**config.mk**
```make
export PLATFORM = sky130hd
export DESIGN_NAME = load_store_unit
export DESIGN_NICKNAME = d
export VERILOG_FILES = /design/src/rtl/load_store_unit.sv
export SDC_FILE = /design/constraint.sdc
export NUM_CORES = 1
export LEC_CHECK = 0
export CAP_MARGIN = 40
export CORE_ASPECT_RATIO = 2
export CORE_UTILIZATION = 48
export CTS_BUF_LIST = sky130_fd_sc_hd__clkbuf_16
export DETAILED_ROUTE_END_ITERATION = 6
export GPL_ROUTABILITY_DRIVEN = 0
export GPL_TIMING_DRIVEN = 0
export PLACE_DENSITY = 0.83
export SYNTH_ARGS = -nofsm -noshare
export SYNTH_HDL_FRONTEND = slang
export SYNTH_SLANG_ARGS = --single-unit
```
**constraint.sdc**
```tcl
create_clock -name clk -period 2.4 [get_ports clk]
set_input_delay 0.48 -clock clk [delete_from_list [all_inputs] [get_ports clk]]
set_output_delay 0.48 -clock clk [all_outputs]
set_load 0.005 [all_outputs]
```
**src/rtl/load_store_unit.sv**
```systemverilog
// Memory-access stage between execute and writeback: steers store byte lanes, extends loads,
// reports the in-flight store size for hazard checks and abandons accesses the bus never finishes.
module load_store_unit #(
    parameter int TIMEOUT = 255
) (
    input  logic        clk,
    input  logic        rstn,
    input  logic        ex_valid,
    output logic        ex_ready,
    input  logic [1:0]  ex_op,
    input  logic [2:0]  ex_funct3,
    input  logic [31:0] ex_alu_result,
    input  logic [31:0] ex_store_data,
    input  logic [4:0]  ex_rd,
    input  logic        ex_reg_wr,
    output logic [1:0]  st_cntr,
    output logic        mem_req,
    output logic        mem_we,
    output logic [31:0] mem_addr,
    output logic [31:0] mem_wdata,
    output logic [3:0]  mem_be,
    input  logic        mem_gnt,
    input  logic        mem_rvalid,
    input  logic [31:0] mem_rdata,
    output logic        wb_en,
    output logic [4:0]  wb_addr,
    output logic [31:0] wb_data,
    output logic        fault,
    output logic [1:0]  fault_cause
);

    typedef enum logic [1:0] {IDLE, REQ, WAIT} state_t;

    localparam logic [1:0] CAUSE_MISALIGNED = 2'b01;
    localparam logic [1:0] CAUSE_WIDTH      = 2'b10;
    localparam logic [1:0] CAUSE_TIMEOUT    = 2'b11;
    localparam logic [8:0] TIMEOUT_W        = 9'(TIMEOUT);

    typedef struct packed {
        logic        is_load;
        logic [2:0]  funct3;
        logic [1:0]  addr_lo;
        logic [4:0]  rd;
        logic        reg_wr;
        logic [7:0]  cnt;
        logic [1:0]  st_cntr;
        logic        mem_req;
        logic        mem_we;
        logic [31:0] mem_addr;
        logic [31:0] mem_wdata;
        logic [3:0]  mem_be;
        logic        wb_en;
        logic [4:0]  wb_addr;
        logic [31:0] wb_data;
        logic        fault;
        logic [1:0]  fault_cause;
    } regs_t;

    state_t state_q, state_d;
    regs_t  regs_q, regs_d;

    logic        is_load_in, is_store_in, width_ok, misaligned, timed_out;
    logic [1:0]  size_in;
    logic [3:0]  lane_be;
    logic [31:0] lane_wdata, shifted, load_val;
    logic [8:0]  cnt_inc;

    // NOTE: sequential state uses non-blocking assignments so every flop samples pre-edge values.
    always_ff @(posedge clk or negedge rstn) begin
        if (!rstn) begin
            state_q <= IDLE;
            regs_q  <= '0;
        end else begin
            state_q <= state_d;
            regs_q  <= regs_d;
        end
    end

    // Decode of the instruction presented by execute.
    always_comb begin
        is_load_in  = (ex_op == 2'b01);
        is_store_in = (ex_op == 2'b10);
        size_in     = ex_funct3[1:0];
        width_ok    = is_load_in ? ((size_in != 2'b11) && !(ex_funct3[2] && ex_funct3[1]))
                                 : (!ex_funct3[2] && (size_in != 2'b11));
        misaligned  = ((size_in == 2'b01) && ex_alu_result[0]) ||
                      ((size_in == 2'b10) && (ex_alu_result[1:0] != 2'b00));
        case (size_in)
            2'b00: begin
                lane_be    = 4'b0001 << ex_alu_result[1:0];
                lane_wdata = {4{ex_store_data[7:0]}};
            end
            2'b01: begin
                lane_be    = ex_alu_result[1] ? 4'b1100 : 4'b0011;
                lane_wdata = {2{ex_store_data[15:0]}};
            end
            default: begin
                lane_be    = 4'b1111;
                lane_wdata = ex_store_data;
            end
        endcase
    end

    // Load data: move the addressed lane down, then extend per the latched width.
    always_comb begin
        shifted = mem_rdata >> {regs_q.addr_lo, 3'b000};
        case (regs_q.funct3)
            3'b000:  load_val = {{24{shifted[7]}}, shifted[7:0]};
            3'b001:  load_val = {{16{shifted[15]}}, shifted[15:0]};
            3'b100:  load_val = {24'h0, shifted[7:0]};
            3'b101:  load_val = {16'h0, shifted[15:0]};
            default: load_val = shifted;
        endcase
    end

    // NOTE: every signal gets a default first so no path through the case infers a latch.
    always_comb begin
        state_d        = state_q;
        regs_d         = regs_q;
        regs_d.wb_en   = 1'b0;
        regs_d.fault   = 1'b0;
        cnt_inc        = {1'b0, regs_q.cnt} + 9'd1;
        timed_out      = (cnt_inc >= TIMEOUT_W);

        unique case (state_q)
            IDLE: begin
                if (ex_valid) begin
                    regs_d.is_load = is_load_in;
                    regs_d.funct3  = ex_funct3;
                    regs_d.addr_lo = ex_alu_result[1:0];
                    regs_d.rd      = ex_rd;
                    regs_d.reg_wr  = ex_reg_wr;
                    if (!is_load_in && !is_store_in) begin
                        regs_d.wb_en   = ex_reg_wr && (ex_rd != 5'd0);
                        regs_d.wb_addr = ex_rd;
                        regs_d.wb_data = ex_alu_result;
                    end else if (!width_ok) begin
                        regs_d.fault       = 1'b1;
                        regs_d.fault_cause = CAUSE_WIDTH;
                    end else if (misaligned) begin
                        regs_d.fault       = 1'b1;
                        regs_d.fault_cause = CAUSE_MISALIGNED;
                    end else begin
                        state_d          = REQ;
                        regs_d.cnt       = '0;
                        regs_d.mem_req   = 1'b1;
                        regs_d.mem_we    = is_store_in;
                        regs_d.mem_addr  = {ex_alu_result[31:2], 2'b00};
                        regs_d.mem_wdata = lane_wdata;
                        regs_d.mem_be    = lane_be;
                        regs_d.st_cntr   = is_store_in ? size_in + 2'd1 : 2'b00;
                    end
                end
            end
            REQ: begin
                regs_d.cnt = cnt_inc[7:0];
                if (timed_out) begin
                    state_d            = IDLE;
                    regs_d.mem_req     = 1'b0;
                    regs_d.st_cntr     = 2'b00;
                    regs_d.fault       = 1'b1;
                    regs_d.fault_cause = CAUSE_TIMEOUT;
                end else if (mem_gnt) begin
                    state_d        = WAIT;
                    regs_d.mem_req = 1'b0;
                end
            end
            WAIT: begin
                regs_d.cnt = cnt_inc[7:0];
                // A response landing on the deadline cycle still completes the access.
                if (mem_rvalid) begin
                    state_d        = IDLE;
                    regs_d.st_cntr = 2'b00;
                    if (regs_q.is_load) begin
                        regs_d.wb_en   = regs_q.reg_wr && (regs_q.rd != 5'd0);
                        regs_d.wb_addr = regs_q.rd;
                        regs_d.wb_data = load_val;
                    end
                end else if (timed_out) begin
                    state_d            = IDLE;
                    regs_d.st_cntr     = 2'b00;
                    regs_d.fault       = 1'b1;
                    regs_d.fault_cause = CAUSE_TIMEOUT;
                end
            end
            default: state_d = IDLE;
        endcase
    end

    assign ex_ready    = (state_q == IDLE);
    assign st_cntr     = regs_q.st_cntr;
    assign mem_req     = regs_q.mem_req;
    assign mem_we      = regs_q.mem_we;
    assign mem_addr    = regs_q.mem_addr;
    assign mem_wdata   = regs_q.mem_wdata;
    assign mem_be      = regs_q.mem_be;
    assign wb_en       = regs_q.wb_en;
    assign wb_addr     = regs_q.wb_addr;
    assign wb_data     = regs_q.wb_data;
    assign fault       = regs_q.fault;
    assign fault_cause = regs_q.fault_cause;

endmodule

```
* After elaboration in Yosys (flattened, before gate mapping)
Cells that the tools add are included.
Storage, ports and cells: bits of input ports 112, logic and storage cells 110, output and inout bits 114, bits in registers 133
Cells by class: $add $sub $neg 2, bitwise gates (word level) 2, shifts and indexed selects 2, mux-type cells 35, equality and inequality tests 21, order comparisons 1, reductions and logical operators 29
Operators with widths (number):
- 80-bit 2-to-1 mux | 3
- 32-bit one-hot mux with 4 select lines | 1
- 121-bit 2-to-1 mux | 1
- 38-bit 2-to-1 mux | 3
- 38-bit one-hot mux with 2 select lines | 1
- 32-bit one-hot mux with 2 select lines | 1
- 32-bit by 5-bit right shift with 32-bit output | 1
- 10-bit one-hot mux with 3 select lines | 1
- 2-bit 2-to-1 mux | 11
- 5-bit AND reduction | 4
- 3-bit 2-to-1 mux | 5
- 2-bit != test, second input constant | 7
- 6-bit AND reduction | 2
- 5-bit nonzero test | 2
- 8-bit by 1-bit adder with 9-bit output, second input constant | 1
- 9-bit by 8-bit >= comparator with 1-bit output, second input constant | 1
- 3-bit one-hot mux with 3 select lines | 1
- 1-bit logical AND | 8
- 4-bit one-hot mux with 2 select lines | 1
- 2-bit by 1-bit equality test with 1-bit output, second input constant | 3
- 2-bit equality test, second input constant | 3
- 3-bit equality test, second input constant | 2
- 3-bit != test, second input constant | 2
- 2-bit one-hot mux with 3 select lines | 1
- other kinds (16) | 26

* Depth between registers and ports, before layout
Gate-level depths: netlist of run 1.
word-level depth 8, gate-level depth with buffers 10, mapped depth without buffers 7

* Least setup slack after synthesis of run 1
No wires, ideal clock.
path type input-to-reg, from input port ex_op[1], to register regs_q, in the netlist mem_addr[30], data required time 2.275 ns, cell stages on the path 8, buffers on the path 2, arrival 1.952 ns, library setup time 0.125 ns, slack 0.324 ns, path through inv_1 > ha_1 > nor2b_1 > o2111a_2 > nand3_2 > buf_2 > buf_2 > mux2_2
On the way: longest elaborated chain between the ends 5, elaborated cells between the ends (all ways) 8, classes of those cells eq/ne (2); mux (1); bitwise (1); reduce/logical (4)
Ends and longest elaborated chain:
- from (decl) | line 10 | input logic [1:0] ex_op,
- 2-bit by 1-bit equality test with 1-bit output (*) | line 81 | is_load_in = (ex_op == 2'b01);
- via is_load_in | line 62 | logic is_load_in, is_store_in, width_ok, misaligned, timed_out;
- 1-bit logical NOT | line 133 | if (!is_load_in && !is_store_in) begin
- 1-bit logical AND | line 133
- 1-bit NOT (no line)
- 5-bit AND reduction (no line) (*)
- to (signal assigned) | line 75 | regs_q <= regs_d;
- to (decl) | line 60 | regs_t regs_q, regs_d;
The timed path passes the listed nets; every way through them passes the cells marked *. A chain may end at the register's enable or synchronous reset.

* Final worst setup path of run 1
from input port ex_op[1], to register regs_q, in the netlist mem_wdata[3]
Same word-level chain as after synthesis.

==> metrics.md, run 1 <==
| Metric | Value |
|---|---|
| Unique cell type count in the Yosys netlist | `60` |
| Async set-reset flop share out of synthesis | `100%` |
| Cells after synthesis | `774` |
| Top-level port count | `226` |
| Cell with the largest stage delay on the worst path | `sky130_fd_sc_hd__clkdlybuf4s50_1` |
| Syn Std Cell Area | `7570 um2` |
| Clk slew on worst S/H paths | `60 ps` |
| CP Class | `input pin to flip-flop` |
| Overall routing resource usage | `29.4%` |
| # DRC | `0` |
| Clock tree root buffer cell | `sky130_fd_sc_hd__clkbuf_16` |
| Mean Syn Cell Area | `9.78 um2` |
| Detailed-routing iteration count for the pre-antenna-repair pass | `5` |
| Horizontal die dimension | `90.8 um` |
| EDFF count, synth | `0` |
| Max-cap violations | `0` |
| Fraction of final layout cells sized beyond drive strength 1 | `22.3%` |
| Non-filler cells, final | `1229` |
| Yosys synthesis warning count | `0` |
| Maximum resistive drop on vdd | `712 uV` |
| Dominant cell type by area after synthesis | `sky130_fd_sc_hd__dfrtp_1` |
| Final-stage net count | `1142` |
| Via count of the first global-routing pass | `7076` |
| Data arrival, critical path | `2620 ps` |
| Final instance area | `10700 um2` |
| Setup Slack @ Placement | `-675 ps` |
| Total number of vias | `6887` |
| Number of antenna cells inserted | `0` |
| Buffers from clock root to sink, at most | `2` |
| Aggregate routed wire length | `23500 um` |
| Iteration-0 DRC Markers | `336` |
| Floorplan Core Area | `15400 um2` |
| First-pass GRT wire length | `36700 um` |
| Clock sinks | `133` |
| Largest net degree at the start of global routing | `86` |
| Ratio of total power to cell area | `1190 nW/um2` |
| Status | `complete, no violations` |
| Depth of the CTS H-tree | `4` |
| Setup repair after global routing missed its margin | `false` |
| Count of antenna-violating nets left after detailed routing | `0` |
| Stage delay of the slowest cell on the critical path | `480 ps` |
| Largest clock skew in the final design | `7.83 ps` |
| Final number of max-transition violations | `0` |
| CP cell instances | `clkdlybuf4s50_1 -> inv_1 -> ha_1 -> nor2b_1 -> o2111a_2 -> nand3_4 -> buf_6 -> buf_4 -> mux2_2` |
| Final hold violation count | `0` |
| Post-placement cell count | `1197` |
| Crit path time final | `2320 ps` |
| Die extent in y | `180 um` |
| Transition time at the pin with the least slew margin | `658 ps` |
| Leakage Power | `4.73 nW` |
| Number of antenna violations at the first check in global routing | `0` |
| Number of buffers and inverters on the critical path | `4` |
| Drt wl/cell | `19.1 um` |
| Layout overhead on the synthesized area | `41.0%` |
| Max Freq | `432 MHz` |
| Final setup violating endpoints | `0` |
| Final worst path period share | `96.5%` |
| Top cells by area, synth | `sky130_fd_sc_hd__dfrtp_1 (44%), sky130_fd_sc_hd__buf_4 (11%), sky130_fd_sc_hd__mux2_2 (7.0%)` |
| HPWL after detailed placement | `17700 um` |
| Die area | `16300 um2` |
| Critical path capture point type | `flip-flop` |
| Critical path peak fanout | `10` |
| Post-route setup slack | `82.9 ps` |
| Cell type group with the largest total delay on the critical path | `buffers and inverters` |
| Number of vias per cell | `5.60` |
| Clock latency at the later pin of the worst-skew pair | `420 ps` |
| Hold Crit Class | `flip-flop to flip-flop` |
| Startpoint Class | `input pin` |
| Pwr Total | `0.0127 W` |
| Post-synthesis sequential area ratio | `44.0%` |
| Headroom to the max-slew limit | `55.9%` |
| Effective utilization at floorplan | `49.2%` |
| Top-count cell post-synth | `sky130_fd_sc_hd__dfrtp_1` |
| Global-route congestion overflow total | `0` |
| Worst EP required | `2700 ps` |
| Number of input and output port buffers inserted | `223` |
| # rows | `64` |
| Dominant synthesized flop cell | `sky130_fd_sc_hd__dfrtp_1` |
| Share of the synthesized area in the top cell type | `44.0%` |
| Number of synthesized register bits | `133` |
| CTS tree | `built` |
| Most used standard cells in the synthesized netlist | `sky130_fd_sc_hd__dfrtp_1 (133), sky130_fd_sc_hd__buf_4 (109), sky130_fd_sc_hd__nor2_1 (62)` |
| Placed Instance Area | `10100 um2` |
| Total clock buffers created by CTS | `17` |
-- kinds of logic (layout without fill, tap and decap cells) --
kind of cell    after synthesis  in the layout  share of synthesized area [%]
simple gates                160            160                           9.74
buf+inv                     174            430                           14.5
mux                          72             72                           10.5
fa+ha+maj                    12             12                           1.98
compound gates              222            222                           19.2
flops                       133            133                           44.0
other cells                   1              2                         0.0496
-- stage by stage --
stage	util [%]	setup TNS (ps)	hold WS [ps]
4_1_cts	69.2	0	485
2_1_floorplan	-	0	184
3_5_place_dp	65.6	-50720	450
5_1_grt	69.4	0	511
6_report	69.4	0	481
3_3_place_gp	65.4	-655360	463
-- worst reg2reg max path: stages (launching register included) --
cell	delay, ps
sky130_fd_sc_hd__dfrtp_1	430
sky130_fd_sc_hd__inv_1	110
sky130_fd_sc_hd__ha_2	250
sky130_fd_sc_hd__and3_1	160
sky130_fd_sc_hd__buf_2	190
sky130_fd_sc_hd__a21oi_1	60
sky130_fd_sc_hd__a21oi_1	200
sky130_fd_sc_hd__buf_2	260
sky130_fd_sc_hd__buf_2	330
sky130_fd_sc_hd__a21oi_1	110
-- area by class of cell --
| type | count | area, um2 |
|---|---|---|
| fill | 1203 | 4700 |
| sequential | 133 | 3330 |
| multi-input combinational | 468 | 3170 |
| timing repair buffer | 226 | 2280 |
| buffer | 156 | 1060 |
| clock buffer | 17 | 425 |
| tap | 198 | 248 |
| clock inverter | 15 | 100 |
| inverter | 16 | 60.1 |
-- layout by cell type (no fill, tap or decap), drive strengths merged, types with 3 or more instances in the layout --
cell / netlist / layout
o211ai: 6 / 6
a22o: 8 / 8
clkinv: 0 / 8
buf: 135 / 133
nor3: 4 / 4
nand2b: 5 / 5
a31oi: 17 / 17
a22oi: 30 / 30
o21ai: 58 / 58
nand3: 3 / 3
mux2i: 24 / 24
a32oi: 8 / 8
dfrtp: 133 / 133
ha: 12 / 12
inv: 16 / 19
a211o: 8 / 8
clkbuf: 23 / 43
a21oi: 51 / 51
clkinvlp: 0 / 3
nor2b: 13 / 13
nand4: 3 / 3
nand3b: 5 / 5
nor2: 63 / 63
nand2: 50 / 50
and3: 4 / 4
clkdlybuf4s50: 0 / 221
mux2: 47 / 47
a2bb2oi: 7 / 7
o31ai: 10 / 10
-- path summary, 6_finish.rpt --
path | start | end | slack (ps) | cells after the start
max | ex_op[1] | mem_wdata[3] | 80 | 9
min | mem_wdata[31] | mem_wdata[31] | 480 | 2
max reg2reg | state_q[0] | wb_addr[0] | 180 | 9
min reg2reg | mem_wdata[31] | mem_wdata[31] | 480 | 2
max in group asynchronous | rstn | mem_addr[18] | 1030 | 3
min in group asynchronous | rstn | regs_q[117] | 560 | 2
-- flip-flops by register name (all words and copies together) (netlist names) --
signal / flops
fault: 1
fault_cause: 2
mem_addr: 30
mem_be: 4
mem_req: 1
mem_wdata: 32
mem_we: 1
regs_q: 20
st_cntr: 2
state_q: 2
wb_addr: 5
wb_data: 32
wb_en: 1
-- routing by layer --
layer  wire [um]  vias to the layer above  share of wire [%]  GRT usage [%]
li1            -                     3135                  -              -
met2       12500                      355                 53           52.9
met5           0                        -                  0              0
met1        7770                     3296                 33           28.7
met4        1820                        0                7.8           22.9
met3        1390                      101                5.9           5.84
-- repair_timing --
item                                    4_1_cts  5_1_grt
resized for setup                            13       14
hold buffers                                  1        0
endpoints found under the setup margin       68       45
setup buffers                                 1        0
endpoints found under the hold margin         2        0
-- power breakdown --
group          internal, W  leakage (nW)  total [W]  switching (W)
registers          0.00328          1.63    0.00388       0.000592
logic              0.00389          2.84    0.00649        0.00260
clock network      0.00139         0.264    0.00237       0.000985
(Power assumes the default switching activity.)
==> run 2: changes to the inputs <==
--- a/config.mk
+++ b/config.mk
@@ -5,13 +5,14 @@
 export SDC_FILE = /design/constraint.sdc
 export NUM_CORES = 1
 export LEC_CHECK = 0
-export CAP_MARGIN = 40
+export CAP_MARGIN = 0
 export CORE_ASPECT_RATIO = 2
 export CORE_UTILIZATION = 48
 export CTS_BUF_LIST = sky130_fd_sc_hd__clkbuf_16
 export DETAILED_ROUTE_END_ITERATION = 6
 export GPL_ROUTABILITY_DRIVEN = 0
 export GPL_TIMING_DRIVEN = 0
+export MAX_ROUTING_LAYER = met4
 export PLACE_DENSITY = 0.83
 export SYNTH_ARGS = -nofsm -noshare
 export SYNTH_HDL_FRONTEND = slang
==> run 2 against run 1 <==
Clock-buffer cell count is the same. Register-to-register slack hardly changed. Critical path depth unchanged. Critical endpoint unchanged. Combinational power hardly changed. Sequential power about the same. Non-clock buffer count unchanged. Worst setup slack better by 4.8 ps.
==> metrics.md, run 2 (synthesis gave the netlist of run 1 again) <==
| Metric | Value |
|---|---|
| HPWL after detailed placement | `17700 um` |
| Detailed-routing iteration count for the pre-antenna-repair pass | `5` |
| Number of vias per cell | `5.56` |
| Path length in cells of the critical path | `9` |
| Horizontal die dimension | `90.8 um` |
| Logic depth of the worst register-to-register path | `9` |
| Headroom to the max-slew limit | `55.9%` |
| Transition time at the pin with the least slew margin | `657 ps` |
| Critical path capture point type | `flip-flop` |
| Final setup violating endpoints | `0` |
| Leakage Power | `4.73 nW` |
| Cell type group with the largest total delay on the critical path | `buffers and inverters` |
| Critical path peak fanout | `10` |
| Placed Instance Area | `10100 um2` |
| Endpoint of the worst hold path | `mem_wdata[31]` |
| Post-route setup slack | `87.6 ps` |
| Fraction of final layout cells sized beyond drive strength 1 | `22.3%` |
| Max-cap violations | `0` |
| Final number of max-transition violations | `0` |
| Critical R2R Launch | `state_q[0]` |
| Iteration-0 DRC Markers | `348` |
| Overall routing resource usage | `30.2%` |
| Most common cell after layout, fill and taps aside | `sky130_fd_sc_hd__clkdlybuf4s50_1` |
| Layout overhead on the synthesized area | `41.0%` |
| Reg-to-Reg End | `wb_addr[0]` |
| Die area | `16300 um2` |
| Buffers from clock root to sink, at most | `2` |
| Largest net degree at the start of global routing | `86` |
| Startpoint Class | `input pin` |
| CP Class | `input pin to flip-flop` |
| Setup repair after global routing missed its margin | `false` |
| CTS tree | `built` |
| Top-level port count | `226` |
| Effective utilization at floorplan | `49.2%` |
| Clk slew on worst S/H paths | `60 ps` |
| Die extent in y | `180 um` |
| Largest clock skew in the final design | `7.21 ps` |
| Ratio of total power to cell area | `1190 nW/um2` |
| Final-stage net count | `1142` |
| Crit path time final | `2310 ps` |
| Maximum resistive drop on vdd | `708 uV` |
| Stage delay of the slowest cell on the critical path | `480 ps` |
| Worst EP required | `2700 ps` |
| Data arrival, critical path | `2620 ps` |
| Clock latency at the later pin of the worst-skew pair | `420 ps` |
| Depth of the CTS H-tree | `4` |
| Number of antenna violations at the first check in global routing | `0` |
| Most used cells in the layout excluding fill and tap cells | `sky130_fd_sc_hd__clkdlybuf4s50_1 (221), sky130_fd_sc_hd__dfrtp_1 (133), sky130_fd_sc_hd__buf_4 (111), sky130_fd_sc_hd__nor2_1 (61), sky130_fd_sc_hd__o21ai_0 (56)` |
| # rows | `64` |
| Final hold violation count | `0` |
| Number of antenna cells inserted | `0` |
| Worst min-delay path startpoint | `mem_wdata[31]` |
| Total clock buffers created by CTS | `17` |
| Setup Slack @ Placement | `-675 ps` |
| Clock sinks | `133` |
| Hold Crit Class | `flip-flop to flip-flop` |
| First-pass GRT wire length | `36600 um` |
| Reg-to-reg setup timing slack | `190 ps` |
| Count of antenna-violating nets left after detailed routing | `0` |
| # DRC | `0` |
| Max Freq | `432 MHz` |
| Number of buffers and inverters on the critical path | `4` |
| Total number of vias | `6828` |
| Drt wl/cell | `19.1 um` |
| Floorplan Core Area | `15400 um2` |
| Clock tree root buffer cell | `sky130_fd_sc_hd__clkbuf_16` |
| Status | `complete, no violations` |
| Via count of the first global-routing pass | `7064` |
| Final worst path period share | `96.3%` |
| Final instance area | `10700 um2` |
| Number of input and output port buffers inserted | `223` |
| Cell with the largest stage delay on the worst path | `sky130_fd_sc_hd__clkdlybuf4s50_1` |
| Depth of the worst hold-timing path | `2` |
| CP cell instances | `clkdlybuf4s50_1 -> inv_1 -> ha_1 -> nor2b_1 -> o2111a_2 -> nand3_4 -> buf_6 -> buf_4 -> mux2_2` |
| Aggregate routed wire length | `23500 um` |
| Global-route congestion overflow total | `0` |
[run 2: cell counts in the layout (fill, tap and decap cells not counted)]
No cell type changed its count.
[run 2: timing repair]
item                       in CTS  in global routing
buffers inserted                1                  0
hold buffers                    1                  0
hold endpoints to repair        2                  0
gates resized for setup        13                 14
setup endpoints to repair      68                 44
[run 2: worst register-to-register path, delay by kind of cell, from the launching register on]
family                     cells  cell delay [ps]
buffers and inverters          4              880
DFF                            1              430
AOI/OAI and AO/OA              3              360
adders and majority gates      1              250
and+or+nand+nor                1              160
[run 2: how the worst max path moves through the flow]
stage	startpoint	to	slack [ps]
floorplan	ex_op[1]	mem_addr[30]	320
global placement	rstn	mem_addr[11]	-4590
detailed placement	ex_funct3[1]	mem_wdata[30]	-670
CTS	state_q[1]	wb_data[14]	20
global route	ex_op[1]	mem_wdata[0]	20
finish	ex_op[1]	mem_wdata[3]	90
[run 2: where the power goes]
group	switching, W	leakage, nW	internal, W
Clock	0.000987	0.264	0.00139
Combinational	0.00260	2.84	0.00390
Sequential	0.000593	1.63	0.00328
Total	0.00418	4.73	0.00857
[run 2: cell type report]
class	instances	area [um2]
Sequential cell	133	3330
Fill cell	1203	4700
Inverter	16	60.1
Buffer	156	1060
Multi-Input combinational cell	468	3170
Clock buffer	17	425
Timing Repair Buffer	226	2280
Tap cell	198	248
Clock inverter	15	100
[run 2: stage by stage]
step | power [W] | utilization, % | TNS [ps] | cells | hold WS [ps]
floorplan | 0.00727 | - | 0 | 775 | 184
global placement | 0.0101 | 65.4 | -655360 | 1196 | 463
detailed placement | 0.0103 | 65.6 | -50720 | 1197 | 450
CTS | 0.0127 | 69.2 | 0 | 1229 | 485
global route | 0.0135 | 69.4 | 0 | 1229 | 511
finish | 0.0127 | 69.4 | 0 | 1229 | 485
[run 2: per-layer routing]
layer,GRT usage [%],vias up,wire (um)
met3,5.29,106,1220
met5,-,-,0
li1,-,3129,-
met4,22.3,0,1760
met2,53.1,323,12600
met1,29.0,3270,7880
==> run 3: changes to the inputs <==
--- a/config.mk
+++ b/config.mk
@@ -6,14 +6,16 @@
 export NUM_CORES = 1
 export LEC_CHECK = 0
 export CAP_MARGIN = 0
+export CELL_PAD_IN_SITES_DETAIL_PLACEMENT = 1
+export CELL_PAD_IN_SITES_GLOBAL_PLACEMENT = 1
 export CORE_ASPECT_RATIO = 2
-export CORE_UTILIZATION = 48
+export CORE_UTILIZATION = 32
 export CTS_BUF_LIST = sky130_fd_sc_hd__clkbuf_16
 export DETAILED_ROUTE_END_ITERATION = 6
 export GPL_ROUTABILITY_DRIVEN = 0
 export GPL_TIMING_DRIVEN = 0
 export MAX_ROUTING_LAYER = met4
-export PLACE_DENSITY = 0.83
+export PLACE_DENSITY = 0.78
 export SYNTH_ARGS = -nofsm -noshare
 export SYNTH_HDL_FRONTEND = slang
 export SYNTH_SLANG_ARGS = --single-unit
==> constraint.sdc (replaced) <==
create_clock -name clk -period 1.97 [get_ports clk]
set_input_delay 0.394 -clock clk [delete_from_list [all_inputs] [get_ports clk]]
set_output_delay 0.394 -clock clk [all_outputs]
set_load 0.005 [all_outputs]
==> run 3 against run 2 <==
Largest power group unchanged. First-iteration DRC count is 20% lower. Final area up 7.5%. Clock skew about the same.
==> metrics.md, run 3 (synthesis gave the netlist of run 1 again) <==
| Metric | Value |
|---|---|
| Most used cells in the layout excluding fill and tap cells | `sky130_fd_sc_hd__clkdlybuf4s50_1 (217), sky130_fd_sc_hd__buf_4 (137), sky130_fd_sc_hd__dfrtp_1 (133), sky130_fd_sc_hd__nor2_1 (60), sky130_fd_sc_hd__nand2_1 (50)` |
| Via count of the first global-routing pass | `7519` |
| Internal power of the cells | `0.0112 W` |
| Total number of vias | `6985` |
| Final Core Density | `49.4%` |
| Overall routing resource usage | `24.5%` |
| Status | `complete, no violations` |
| Switch share | `33.6%` |
| Setup Slack @ Placement | `-1260 ps` |
| Layout filler cell count | `2566` |
| Placed Instance Area | `10200 um2` |
| Logic depth of the worst register-to-register path | `9` |
| Top sig layer | `met4` |
| Cell with the largest stage delay on the worst path | `sky130_fd_sc_hd__dfrtp_1` |
| Number of vias per cell | `5.19` |
| Startpoint Class | `flip-flop` |
| First-pass GRT wire length | `43300 um` |
| Number of input and output port buffers inserted | `223` |
| Pwr Total | `0.0168 W` |
| Clock sinks | `133` |
| Horizontal die dimension | `111 um` |
| Setup repair after global routing missed its margin | `true` |
| Ratio of total power to cell area | `1470 nW/um2` |
| Max Freq | `508 MHz` |
| Crit path time final | `1970 ps` |
| Die extent in y | `219 um` |
| Count of antenna-violating nets left after detailed routing | `0` |
| Routed wl met3 | `1120 um` |
| Worst EP required | `2330 ps` |
| # DRC | `0` |
| Reg-to-Reg End | `wb_data[21]` |
| Routed length on met2 | `16300 um` |
| Headroom to the max-slew limit | `55.6%` |
| Clk slew on worst S/H paths | `60 ps` |
| Clock tree root buffer cell | `sky130_fd_sc_hd__clkbuf_16` |
| Final hold violation count | `0` |
| Max-cap violations | `0` |
| Final-layout worst hold slack | `312 ps` |
| Routed metal-1 wire length | `9730 um` |
| Top-level port count | `226` |
| Fraction of power consumed by sequential logic | `28.3%` |
| Buffers from clock root to sink, at most | `2` |
| Critical R2R Launch | `state_q[0]` |
| Number of buffers and inverters on the critical path | `3` |
| Reg-to-reg setup timing slack | `1 ps` |
| HPWL after detailed placement | `21300 um` |
| Part of the total power dissipated in the clock network | `18.8%` |
| Fraction of final layout cells sized beyond drive strength 1 | `28.5%` |
| Post-route setup slack | `1.33 ps` |
| Largest net degree at the start of global routing | `71` |
| Drt wl/cell | `21.6 um` |
| Critical path capture point type | `flip-flop` |
| Most common cell after layout, fill and taps aside | `sky130_fd_sc_hd__clkdlybuf4s50_1` |
| # rows | `79` |
| Data arrival, critical path | `2330 ps` |
| Final instance area | `11500 um2` |
| Transition time at the pin with the least slew margin | `667 ps` |
| Detailed-routing iteration count for the pre-antenna-repair pass | `4` |
| Global-route congestion overflow total | `0` |
| Effective utilization at floorplan | `32.6%` |
| Path length in cells of the critical path | `9` |
| Final-stage net count | `1172` |
| Floorplan Core Area | `23200 um2` |
| Final setup violating endpoints | `0` |
| Largest clock skew in the final design | `7.42 ps` |
| Startpoint of the most critical setup path | `state_q[0]` |
| Aggregate routed wire length | `29100 um` |
| CTS tree | `built` |
| Final worst path period share | `99.9%` |
| Stage delay of the slowest cell on the critical path | `380 ps` |
| Maximum resistive drop on vdd | `766 uV` |
| Number of antenna violations at the first check in global routing | `0` |
| Critical path peak fanout | `9` |
| Share of total power in combinational logic | `52.9%` |
| Cell type group with the largest total delay on the critical path | `simple AND/OR/NAND/NOR gates` |
| Switching power | `0.00564 W` |
| Final number of max-transition violations | `0` |
| Depth of the CTS H-tree | `4` |
| Hold Crit Class | `input pin to flip-flop` |
| Die area | `24300 um2` |
| End of the critical path | `wb_data[21]` |
| Layout overhead on the synthesized area | `51.5%` |
| CP cell instances | `inv_1 -> ha_4 -> and3_4 -> buf_6 -> buf_12 -> nand3b_4 -> nor2_1 -> a21oi_1 -> a31oi_1` |
| Leakage Power | `5.03 nW` |
| Clock latency at the later pin of the worst-skew pair | `440 ps` |
| CP Class | `flip-flop to flip-flop` |
| Iteration-0 DRC Markers | `277` |
| Total clock buffers created by CTS | `17` |
==> run 3: cell types whose count changed in the layout (fill, tap and decap cells not counted), sizes merged <==
cell	delta
clkinvlp	+1
clkdlybuf4s50	-4
diode	+1
clkbuf	-4
buf	+35
bufinv	+1
inv	-2
dlygate4sd2	+2
clkdlybuf4s15	+1
==> run 3: layout make-up <==
type                    count  area (um2)  area share (%)
multi-input cells         468        3340            29.2
flip-flops and latches    133        3330            29.0
repair buffers            257        2610            22.8
plain buffers             155        1200            10.5
clock buffers              17         425            3.71
well taps                 283         354            3.09
clock inverters            15         139            1.21
inverters                  16        60.1           0.524
diodes                      1        2.50          0.0218
==> run 3: metal layers <==
| metal | global-route usage, % | up-vias |
|---|---|---|
| li1 | - | 3199 |
| met1 | 23.1 | 3431 |
| met2 | 44.7 | 259 |
| met3 | 4.40 | 96 |
| met4 | 16.9 | 0 |
| met5 | - | - |
==> run 3: worst register-to-register path, cell delays in order, from the launching register on <==
cell and delay [ps]:
sky130_fd_sc_hd__dfrtp_1 380, sky130_fd_sc_hd__inv_1 140, sky130_fd_sc_hd__ha_4 180, sky130_fd_sc_hd__and3_4 170
sky130_fd_sc_hd__buf_6 110, sky130_fd_sc_hd__buf_12 100, sky130_fd_sc_hd__nand3b_4 160, sky130_fd_sc_hd__nor2_1 370
sky130_fd_sc_hd__a21oi_1 100, sky130_fd_sc_hd__a31oi_1 170
==> run 3: how the worst min path moves through the flow <==
| stage | start | to | slack [ps] | cells after the start |
|---|---|---|---|---|
| floorplan | rstn | fault | 100 | 0 |
| global placement | mem_wdata[10] | mem_wdata[10] | 460 | 2 |
| detailed placement | rstn | regs_q[117] | 430 | 1 |
| CTS | ex_funct3[1] | regs_q[130] | 400 | 3 |
| global route | ex_funct3[1] | regs_q[130] | 330 | 3 |
| finish | ex_funct3[1] | regs_q[130] | 310 | 3 |
==> run 3: power by group through the flow <==
stage          clock, W  combinational (W)  sequential [W]
3_3_place_gp          0            0.00783         0.00471
5_1_grt         0.00332            0.00954         0.00490
6_report        0.00316            0.00888         0.00476
3_5_place_dp          0            0.00799         0.00477
4_1_cts         0.00321            0.00842         0.00474
2_1_floorplan         0            0.00433         0.00453
==> run 3: repair_timing <==
action	CTS	global route
resized for setup	91	41
setup endpoints to repair	121	74
buffers inserted	18	9
cloned	1	4
pin swaps	6	5
endpoints found under the hold margin	56	0
hold buffers	1	0
==> run 3: per-stage QoR <==
stage | cells | TNS [ps]
floorplan | 775 | 0
global placement | 1281 | -781410
detailed placement | 1282 | -101050
CTS | 1332 | -1.75
global route | 1344 | -530
finish | 1345 | 0
